==> src/rtl/nv_nvdla_mcif_arb_pkg.sv <==
// nv_nvdla_mcif_arb_pkg: shared widths, client-id type and WRR credit-load helper for the MCIF arbiters
package nv_nvdla_mcif_arb_pkg;
   localparam int WT_W  = 8;
   localparam int OS_W  = 9;
   localparam int CID_W = 2;
   typedef logic [CID_W-1:0] cli_id_t;
   // A programmed weight of 0 still earns one grant per round.
   function automatic logic [WT_W-1:0] wrr_load(input logic [WT_W-1:0] w);
      return (w == '0) ? WT_W'(1) : w;
   endfunction
endpackage

==> src/rtl/nv_nvdla_mcif_rr_pick.sv <==
// nv_nvdla_mcif_rr_pick: combinational rotating first-one finder starting at ptr
// Ports: req (per-client request), ptr (search start), vld (any request), idx (first requester at or after ptr)
module nv_nvdla_mcif_rr_pick
   import nv_nvdla_mcif_arb_pkg::*;
#(
   parameter int N   = 4,
   parameter int IDW = 2
) (
   input  logic [N-1:0]   req,
   input  logic [IDW-1:0] ptr,
   output logic           vld,
   output logic [IDW-1:0] idx
);
   logic [IDW-1:0] c;
   // Scan from farthest to nearest so the closest requester to ptr is written last.
   always_comb begin
      vld = |req;
      idx = ptr;
      c   = '0;
      for (int k = N - 1; k >= 0; k--) begin
         c = IDW'((int'(ptr) + k) % N);
         if (req[c]) idx = c;
      end
   end
endmodule

==> src/rtl/nv_nvdla_mcif_rd_wrr_arb.sv <==
// nv_nvdla_mcif_rd_wrr_arb: weighted round-robin read-request arbiter with outstanding-read throttle
// Ports: cli_req_* (client valid/ready/payload), reg2dp_rd_weight / reg2dp_rd_os_cnt (register config),
//        arb_req_* (registered downstream request), rd_rsp_done (completion pulse), os_underflow (sticky error).
// Optional: NV_NVDLA_MCIF_RD_ARB_PERF_EN adds perf_os_stall, a saturating count of cycles blocked by the OS limit.
module nv_nvdla_mcif_rd_wrr_arb
   import nv_nvdla_mcif_arb_pkg::*;
#(
   parameter int NCLIENT = 4,
   parameter int PW      = 79,
   parameter int IDW     = 2
) (
   input  logic                    nvdla_core_clk,
   input  logic                    nvdla_core_rst,
   input  logic [NCLIENT-1:0]      cli_req_valid,
   output logic [NCLIENT-1:0]      cli_req_ready,
   input  logic [NCLIENT*PW-1:0]   cli_req_pd,
   input  logic [NCLIENT*WT_W-1:0] reg2dp_rd_weight,
   input  logic [7:0]              reg2dp_rd_os_cnt,
   output logic                    arb_req_valid,
   input  logic                    arb_req_ready,
   output logic [PW-1:0]           arb_req_pd,
   output logic [IDW-1:0]          arb_req_id,
   input  logic                    rd_rsp_done,
`ifdef NV_NVDLA_MCIF_RD_ARB_PERF_EN
   output logic [31:0]             perf_os_stall,
`endif
   output logic                    os_underflow
);
   logic [IDW-1:0]  ptr, gnt, ptr_nxt, gnt_nxt;
   logic [WT_W-1:0] credit, w_gnt, w_gnt_nxt, w_ptr_nxt;
   logic [OS_W-1:0] os_cur;
   logic            gnt_vld, load_ok, os_ok, issue_ok, hs;

   function automatic logic [IDW-1:0] inc(input logic [IDW-1:0] i);
      return (i == IDW'(NCLIENT - 1)) ? '0 : i + 1'b1;
   endfunction

   nv_nvdla_mcif_rr_pick #(.N(NCLIENT), .IDW(IDW)) u_pick (
      .req (cli_req_valid),
      .ptr (ptr),
      .vld (gnt_vld),
      .idx (gnt)
   );

   assign ptr_nxt       = inc(ptr);
   assign gnt_nxt       = inc(gnt);
   assign w_gnt         = reg2dp_rd_weight[gnt*WT_W +: WT_W];
   assign w_gnt_nxt     = reg2dp_rd_weight[gnt_nxt*WT_W +: WT_W];
   assign w_ptr_nxt     = reg2dp_rd_weight[ptr_nxt*WT_W +: WT_W];
   assign load_ok       = ~arb_req_valid | arb_req_ready;
   assign os_ok         = os_cur <= {1'b0, reg2dp_rd_os_cnt};
   assign issue_ok      = load_ok & os_ok;
   assign hs            = gnt_vld & issue_ok;
   assign cli_req_ready = hs ? (NCLIENT'(1) << gnt) : '0;

   always_ff @(posedge nvdla_core_clk) begin
      if (nvdla_core_rst) begin
         arb_req_valid <= 1'b0;
         arb_req_pd    <= '0;
         arb_req_id    <= '0;
      end else if (load_ok) begin
         arb_req_valid <= hs;
         if (hs) begin
            arb_req_pd <= cli_req_pd[gnt*PW +: PW];
            arb_req_id <= gnt;
         end
      end
   end

   // A grant to an idle-pointer neighbour spends one credit of that client's weight;
   // if that exhausts it, the pointer moves straight past it.
   always_ff @(posedge nvdla_core_clk) begin
      if (nvdla_core_rst) begin
         ptr    <= '0;
         credit <= wrr_load(reg2dp_rd_weight[WT_W-1:0]);
      end else if (hs) begin
         if (gnt == ptr) begin
            if (credit > 8'd1) begin
               credit <= credit - 1'b1;
            end else begin
               ptr    <= ptr_nxt;
               credit <= wrr_load(w_ptr_nxt);
            end
         end else if (w_gnt > 8'd1) begin
            ptr    <= gnt;
            credit <= w_gnt - 1'b1;
         end else begin
            ptr    <= gnt_nxt;
            credit <= wrr_load(w_gnt_nxt);
         end
      end
   end

   always_ff @(posedge nvdla_core_clk) begin
      if (nvdla_core_rst) begin
         os_cur       <= '0;
         os_underflow <= 1'b0;
      end else begin
         if (hs & ~rd_rsp_done & (os_cur != 9'd256))
            os_cur <= os_cur + 1'b1;
         else if (~hs & rd_rsp_done & (os_cur != '0))
            os_cur <= os_cur - 1'b1;
         if (~hs & rd_rsp_done & (os_cur == '0))
            os_underflow <= 1'b1;
      end
   end

`ifdef NV_NVDLA_MCIF_RD_ARB_PERF_EN
   always_ff @(posedge nvdla_core_clk) begin
      if (nvdla_core_rst)
         perf_os_stall <= '0;
      else if ((|cli_req_valid) & load_ok & ~os_ok & ~(&perf_os_stall))
         perf_os_stall <= perf_os_stall + 1'b1;
   end
`endif
endmodule

==> config.mk <==
export PLATFORM = sky130hd
export DESIGN_NAME = nv_nvdla_mcif_rd_wrr_arb
export DESIGN_NICKNAME = d
export VERILOG_FILES = /design/src/rtl/nv_nvdla_mcif_arb_pkg.sv /design/src/rtl/nv_nvdla_mcif_rr_pick.sv /design/src/rtl/nv_nvdla_mcif_rd_wrr_arb.sv
export SDC_FILE = /design/constraint.sdc
export NUM_CORES = 1
export LEC_CHECK = 0
export CAP_MARGIN = 20
export CORE_AREA = 10 10 168 170
export CTS_CLUSTER_DIAMETER = 200
export DETAILED_ROUTE_END_ITERATION = 8
export DIE_AREA = 0 0 178 180
export PLACE_DENSITY_LB_ADDON = 0.2
export SLEW_MARGIN = 20
export SYNTH_ARGS = -nofsm -noshare
export SYNTH_HDL_FRONTEND = slang
export SYNTH_SLANG_ARGS = --single-unit
==> constraint.sdc <==
create_clock -name nvdla_core_clk -period 4.9 [get_ports nvdla_core_clk]
set_input_delay 0.49 -clock nvdla_core_clk [delete_from_list [all_inputs] [get_ports nvdla_core_clk]]
set_output_delay 0.49 -clock nvdla_core_clk [all_outputs]
set_load 0.01 [all_outputs]
==> metrics.yaml, run 1 <==
placed_design:
  port_buffers: 450
  gp_congestion: 0.8799
  place_inst: 1840
  dp_hpwl_mm: 29.48
clocking:
  clockBufferDepth: 2
  clk_latency_ps: 350
  clock-sinks: 102
  htreeDepth: 3
  cts-hold-fix-buffers: 0
  cts_buffers: 9
  cts_resized: 0
  cts_tree: "built"
  cts_root_buf: "clkbuf_16"
  clk_pin_slew_worst_paths_ps: 80
  cts_setup_buffers: 0
detailed_routing:
  avgRoutedWirePerCell_um: 20.61
  vias: 9587
  vias_per_cell: 5.163
  drc: 0
  first_pass_iters: 6
  drt_iter0_markers: 707
  ant_nets: 0
  routed_wl_mm: 38.27
critical_path:
  cp-end-kind: "register"
  slowest_delay_ps: 450
  cp-start-kind: "input pin"
  cpLargestDelayFamily: "compound AO/OA/AOI/OAI gates"
  slowest_stage: "clkdlybuf4s50_1"
  arrival_ps: 4670
  crit_chain: "clkdlybuf4s50_1 > inv_1 > ha_1 > nor2b_1 > o21a_1 > o21a_1 > o21a_1 > o21a_1 > o211ai_1 > nand3_4 > nor2_1 > inv_1 > ha_1 > a21oi_1 > o21bai_1 > a21o_1 > a21oi_1 > o21bai_1 > a21oi_1 > nor3_1 > a21oi_1 > mux2_2"
  crit_buf_inv: 3
  cp_data_required_time_ps: 5140
  crit_type: "in -> reg"
  crit_fanout: 7
pwr:
  power_mw: 9.178
  peakVddDrop_v: 0.0004334
  leakagePower_nw: 5.322
  powerDensity_nw_per_um2: 703.7
grt:
  grt_max_degree: 169
  grt_pass1_vias: 9435
  grt-ovfl-total: 0
  grt_pass1_wl_mm: 57.39
  antenna_found_initial: 3
  grt_usage: 0.2283
finish:
  fin_nets: 1910
  fill_cells: 2403
  area.sequential_um2: 2122
  final_cell_count_no_fill: 1857
  drive_gt1_frac: 0.04262
  fin_util: 0.5240
  area_growth_pct: 62.14
  multi_input_area_um2: 5434
die:
  rows: 58
  io_pins: 451
  core_area_um2: 24890
  start_util: 0.3232
  die_area_um2: 32040
  chipWidth_um: 178
  die_y_um: 180
synthesis:
  synth_fa_ha_area_frac: 0.03982
  synth_ff_type: "dfxtp_1"
  synth-warning-count: 0
  synth_edf_count: 8
  async_flop_share: 0
  synthSimpleGateAreaFrac: 0.3097
  yosys.area_share.xor_xnor: 0.01742
  synth_compound_area_frac: 0.1961
  ys_seq_area_frac: 0.2638
  synthesis.area_um2: 8044
  synth_mux_area_frac: 0.1090
  synth.avg_cell_area_um2: 7.050
  synth_seq_cells: 102
  syn_nets: 1530
  ys_types: 56
  syn_inst: 1141
  synth_top_family_by_area: "simple AND/OR/NAND/NOR gates"
timing:
  rsz0062_at_grt: "no"
  setup_viol: 0
  fin_crit_ps: 4432
  hold_viol: 0
  slew_headroom: 0.2860
  slew_viol_final: 0
  period_share: 0.9045
  tns_ps: 0
  fin_skew_ps: 12.61
  worst_pin_slew_ps: 1071
  timing.fmax_mhz: 225.6
outcome:
  status: "complete, no violations"
worst_hold_path:
  hold_class: "reg -> reg"
run:
  drv_cap: 0
[metal layers]
metal / track usage / part of all wire / up-vias
li1: - / - / 4755
met1: 0.2604 / 0.39 / 4519
met2: 0.4054 / 0.52 / 283
met3: 0.07502 / 0.078 / 28
met4: 0.04236 / 0.013 / 2
met5: 0 / 0.00018 / -
[cell usage in the layout (no fill, tap or decap), types with 3 or more instances in the layout]
cell type,count
o21ai_0,9
mux2i_1,42
and3_1,81
ha_1,24
nand3_1,4
o31ai_1,3
o21bai_1,6
nand2_1,327
nor2_1,123
xnor2_1,11
clkbuf_16,10
and2_1,4
a311oi_1,79
nor4_1,6
mux4_2,18
xor2_1,5
edfxtp_1,8
a211oi_1,6
inv_1,26
clkdlybuf4s50_1,449
nor3_1,11
buf_4,14
a21oi_1,105
o21a_1,4
a21o_1,3
a31oi_1,4
dfxtp_1,94
nor2b_1,4
[registers in the layout, summed over array words and instances, names as in the netlist]
signal         flops
arb_req_id         2
os_cur             9
ptr                2
credit             8
arb_req_pd        79
arb_req_valid      1
os_underflow       1
[final timing paths]
kind / to / start / depth (start not counted) / slack, ps
max: os_cur[8] / reg2dp_rd_os_cnt[1] / 22 / 470
min: arb_req_id[0] / arb_req_id[0] / 2 / 460
max reg2reg: os_cur[8] / os_cur[1] / 20 / 670
min reg2reg: arb_req_id[0] / arb_req_id[0] / 2 / 460
[synth_stat cells (18+ instances only)]
library cell | count | area share
mux2i_1 | 42 | 0.052
clkbuf_1 | 71 | 0.033
inv_1 | 26 | 0.012
nand2_1 | 327 | 0.15
dfxtp_1 | 94 | 0.23
a21oi_1 | 105 | 0.065
ha_1 | 24 | 0.037
and3_1 | 81 | 0.063
mux4_2 | 18 | 0.050
a311oi_1 | 79 | 0.086
nor2_1 | 123 | 0.057
[area by class of cell]
type,count,share of cell area
clock buffers,11,0.01947
repair buffers,466,0.3566
inverters,28,0.008538
flip-flops and latches,102,0.1627
well taps,330,0.03166
diodes,2,0.0003837
multi-input cells,914,0.4166
clock inverters,4,0.004029
[logic make-up (layout without fill, tap and decap cells)]
logic type                 Yosys count  count (layout)
AOI/OAI and AO/OA                  234             234
xor gates and xnor gates            16              16
adders and majority gates           25              25
buffers and inverters              125             509
DFF                                102             102
muxes                               64              64
other                                0               2
and+or+nand+nor                    575             575
[metrics by stage]
step           hold WS [ps]  worst slack [ps]  cell area [um^2]
2_1_floorplan         480.5             464.0              8044
3_3_place_gp          445.8             187.4             12730
3_5_place_dp          455.5             124.6             12730
4_1_cts               466.1             486.5             13030
5_1_grt               488.1             158.2             13040
6_report              460.9             468.0             13040
[worst reg2reg max path, delay by kind of cell (launching register included)]
family	cells	cell delay, ps
AOI/OAI and AO/OA	12	2040
adders and majority gates	2	640
buffers and inverters	1	170
DFF	1	440
muxes	1	340
and+or+nand+nor	4	510
[power breakdown]
| part | internal (mW) | switching [mW] | leakage, nW | total [mW] |
|---|---|---|---|---|
| Clock | 0.428 | 0.339 | 0.151 | 0.767 |
| Combinational | 2.95 | 4.09 | 4.31 | 7.04 |
| Sequential | 1.17 | 0.199 | 0.859 | 1.37 |
Power figures use the tool's default switching activity.
==> run 2, diff against run 1 <==
CORE_AREA = default   (was 10 10 168 170)
CORE_MARGIN = 10   (was default)
CORE_UTILIZATION = 30   (was default)
DIE_AREA = default   (was 0 0 178 180)
==> run 2 against run 1 <==
  * Worst setup slack improved by 52 ps
  * Sequential share of layout area shrank 0.073 points
  * Hold slack improved by 7.3 ps
  * Total power increased by 1.9%
  * Routed wire length is 1.6% higher
  * Die area increased by 5.4%
  * Global-route usage fell by 1.2 points
  * Sequential power about the same
  * Sequential cell count is the same
  * First-iteration DRC count decreased by 19%
  * Critical endpoint unchanged
  * Highest routed layer unchanged
==> metrics.yaml, run 2 (same netlist as run 1, synthesis figures left out) <==
critical_path:
  cp-start-kind: "input pin"
  cp_data_required_time_ps: 5140  # about the same
  crit_type: "in -> reg"
  cp-endpoint: "os_cur[8]"
  arrival_ps: 4620  # -50 ps
  r2r_end: "credit[1]"
  reg2regPathDepth: 12  # -40%
  startpoint: "reg2dp_rd_os_cnt[1]"
  cp-end-kind: "register"
  r2r-start: "ptr[1]"
  ff2ff_setup_slack_ps: 670  # about the same
  crit_fanout: 7  # unchanged
timing:
  tns_ps: 0  # unchanged
  period_share: 0.8938  # -0.01065
  slew_headroom: 0.2976  # +0.01155
  setup_viol: 0  # unchanged
  timing.fmax_mhz: 228.3  # +1.2%
  fin_skew_ps: 15.42  # +2.806 ps
  fin_crit_ps: 4380  # -52.17 ps
  slew_viol_final: 0  # unchanged
  worst_pin_slew_ps: 1054  # -17.32 ps
  hold_viol: 0  # unchanged
  rsz0062_at_grt: "no"
die:
  die_area_um2: 33760  # +5.4%
  io_pins: 451  # unchanged
  die_y_um: 183.7  # +2.1%
  core_area_um2: 26210  # +5.3%
  start_util: 0.3069  # -0.01622
  rows: 59  # +1.7%
  chipWidth_um: 183.7  # +3.2%
placed_design:
  gp_congestion: 0.8933  # +1.5%
  port_buffers: 450  # unchanged
  dp_hpwl_mm: 30.06  # +2.0%
  place_inst: 1844  # +0.22%
clocking:
  cts_tree: "built"
  cts-hold-fix-buffers: 0  # unchanged
  cts_buffers: 9  # unchanged
  cts_setup_buffers: 0  # unchanged
  cts_resized: 0  # unchanged
  clock-sinks: 102  # unchanged
  clk_latency_ps: 350  # about the same
  cts_root_buf: "clkbuf_16"
  clockBufferDepth: 2  # unchanged
  clk_pin_slew_worst_paths_ps: 70  # about the same
  htreeDepth: 3  # unchanged
worst_hold_path:
  hold_class: "reg -> reg"
  hold_start: "arb_req_id[0]"
grt:
  grt-ovfl-total: 0  # unchanged
  grt_max_degree: 169  # unchanged
  grt_pass1_vias: 9441  # +0.064%
  grt_usage: 0.2167  # -0.01163
  grt_pass1_wl_mm: 56.66  # -1.3%
  antenna_found_initial: 6  # +3
pwr:
  leakagePower_nw: 5.344  # +0.41%
  powerDensity_nw_per_um2: 713.6  # +1.4%
  peakVddDrop_v: 0.0005621  # +30%
finish:
  largest_register: "arb_req_pd"
  fill_cells: 2615  # +8.8%
  final_cell_mix: "clkdlybuf4s50_1 (449), nand2_1 (327), nor2_1 (123), a21oi_1 (105), dfxtp_1 (94)"
  area_growth_pct: 62.87
  final_cell_count_no_fill: 1864  # +0.38%
  reg_top3: "arb_req_pd: 79 flops, os_cur: 9 flops, credit: 8 flops"
  fin_nets: 1909  # -0.052%
  multi_input_area_um2: 5434  # unchanged
  drive_gt1_frac: 0.04262  # unchanged
  area.sequential_um2: 2122  # unchanged
  final_common_cell: "clkdlybuf4s50_1"
  largest_register_ffs: 79  # unchanged
detailed_routing:
  ant_nets: 0  # unchanged
  routed_wl_mm: 38.89  # +1.6%
  avgRoutedWirePerCell_um: 20.86  # +1.2%
  drt_iter0_markers: 570  # -19%
  drc: 0  # unchanged
  vias_per_cell: 5.130  # -0.62%
  first_pass_iters: 5  # -1
  vias: 9563  # -0.25%
run:
  drv_cap: 0  # unchanged
outcome:
  status: "complete, no violations"
==> run 2: changes by cell type in the layout (fill, tap and decap cells not counted), sizes merged <==
cell,previous run,this run
clkinv,3,0
bufinv,1,3
diode,2,4
buf,17,16
clkbuf,11,12
inv,28,29
==> run 2: worst min path at each step <==
stage	to	cells past startpoint	slack, ps
6_report	arb_req_id[0]	2	470
3_3_place_gp	os_underflow	2	450
3_5_place_dp	arb_req_id[0]	2	460
5_1_grt	arb_req_id[0]	2	480
4_1_cts	arb_req_id[0]	2	470
2_1_floorplan	arb_req_id[0]	2	480
==> run 2: area by class of cell <==
cell class	count	share of cell area
sequential	102	0.1620
clock inverter	4	0.007545
timing repair buffer	465	0.3541
inverter	28	0.008404
multi-input combinational	914	0.4148
tap	335	0.03199
antenna	4	0.0007640
clock buffer	12	0.02044
==> run 2: stage by stage <==
step | total power, mW | setup slack, ps | utilization | hold WS [ps] | instance area [um^2]
2_1_floorplan | 6.317 | 464.0 | - | 480.5 | 8044
3_3_place_gp | 8.440 | 174.1 | 0.4856 | 453.7 | 12720
3_5_place_dp | 8.475 | 149.8 | 0.4856 | 458.4 | 12720
4_1_cts | 9.405 | 526.8 | 0.4995 | 468.6 | 13090
5_1_grt | 10.23 | 186.3 | 0.4998 | 482.1 | 13100
6_report | 9.350 | 520.2 | 0.4999 | 468.1 | 13100
==> run 2: power breakdown <==
part           leakage, nW  internal [mW]  switching (mW)
Clock                0.179          0.548           0.344
Combinational         4.31           2.94            4.14
Sequential           0.859           1.17           0.202
==> run 2: metal layers <==
layer,GRT usage,routed length [um],up-vias
li1,-,-,4758
met1,0.2478,15320,4437
met2,0.3834,19750,330
met3,0.06522,3191,34
met4,0.05769,602,4
met5,0,23,-
==> run 2: worst max-delay path, cell delays in order <==
cell	delay, ps
clkdlybuf4s50_1	450
inv_1	40
ha_1	290
nor2b_1	130
o21a_1	160
o21a_1	160
o21a_1	160
o21a_1	160
o211ai_1	270
nand3_4	120
nor2_1	170
inv_1	160
ha_1	350
a21oi_1	170
o21bai_1	100
a21o_1	180
a21oi_1	220
o21bai_1	90
a21oi_1	180
nor3_1	60
a21oi_1	150
mux2_2	340
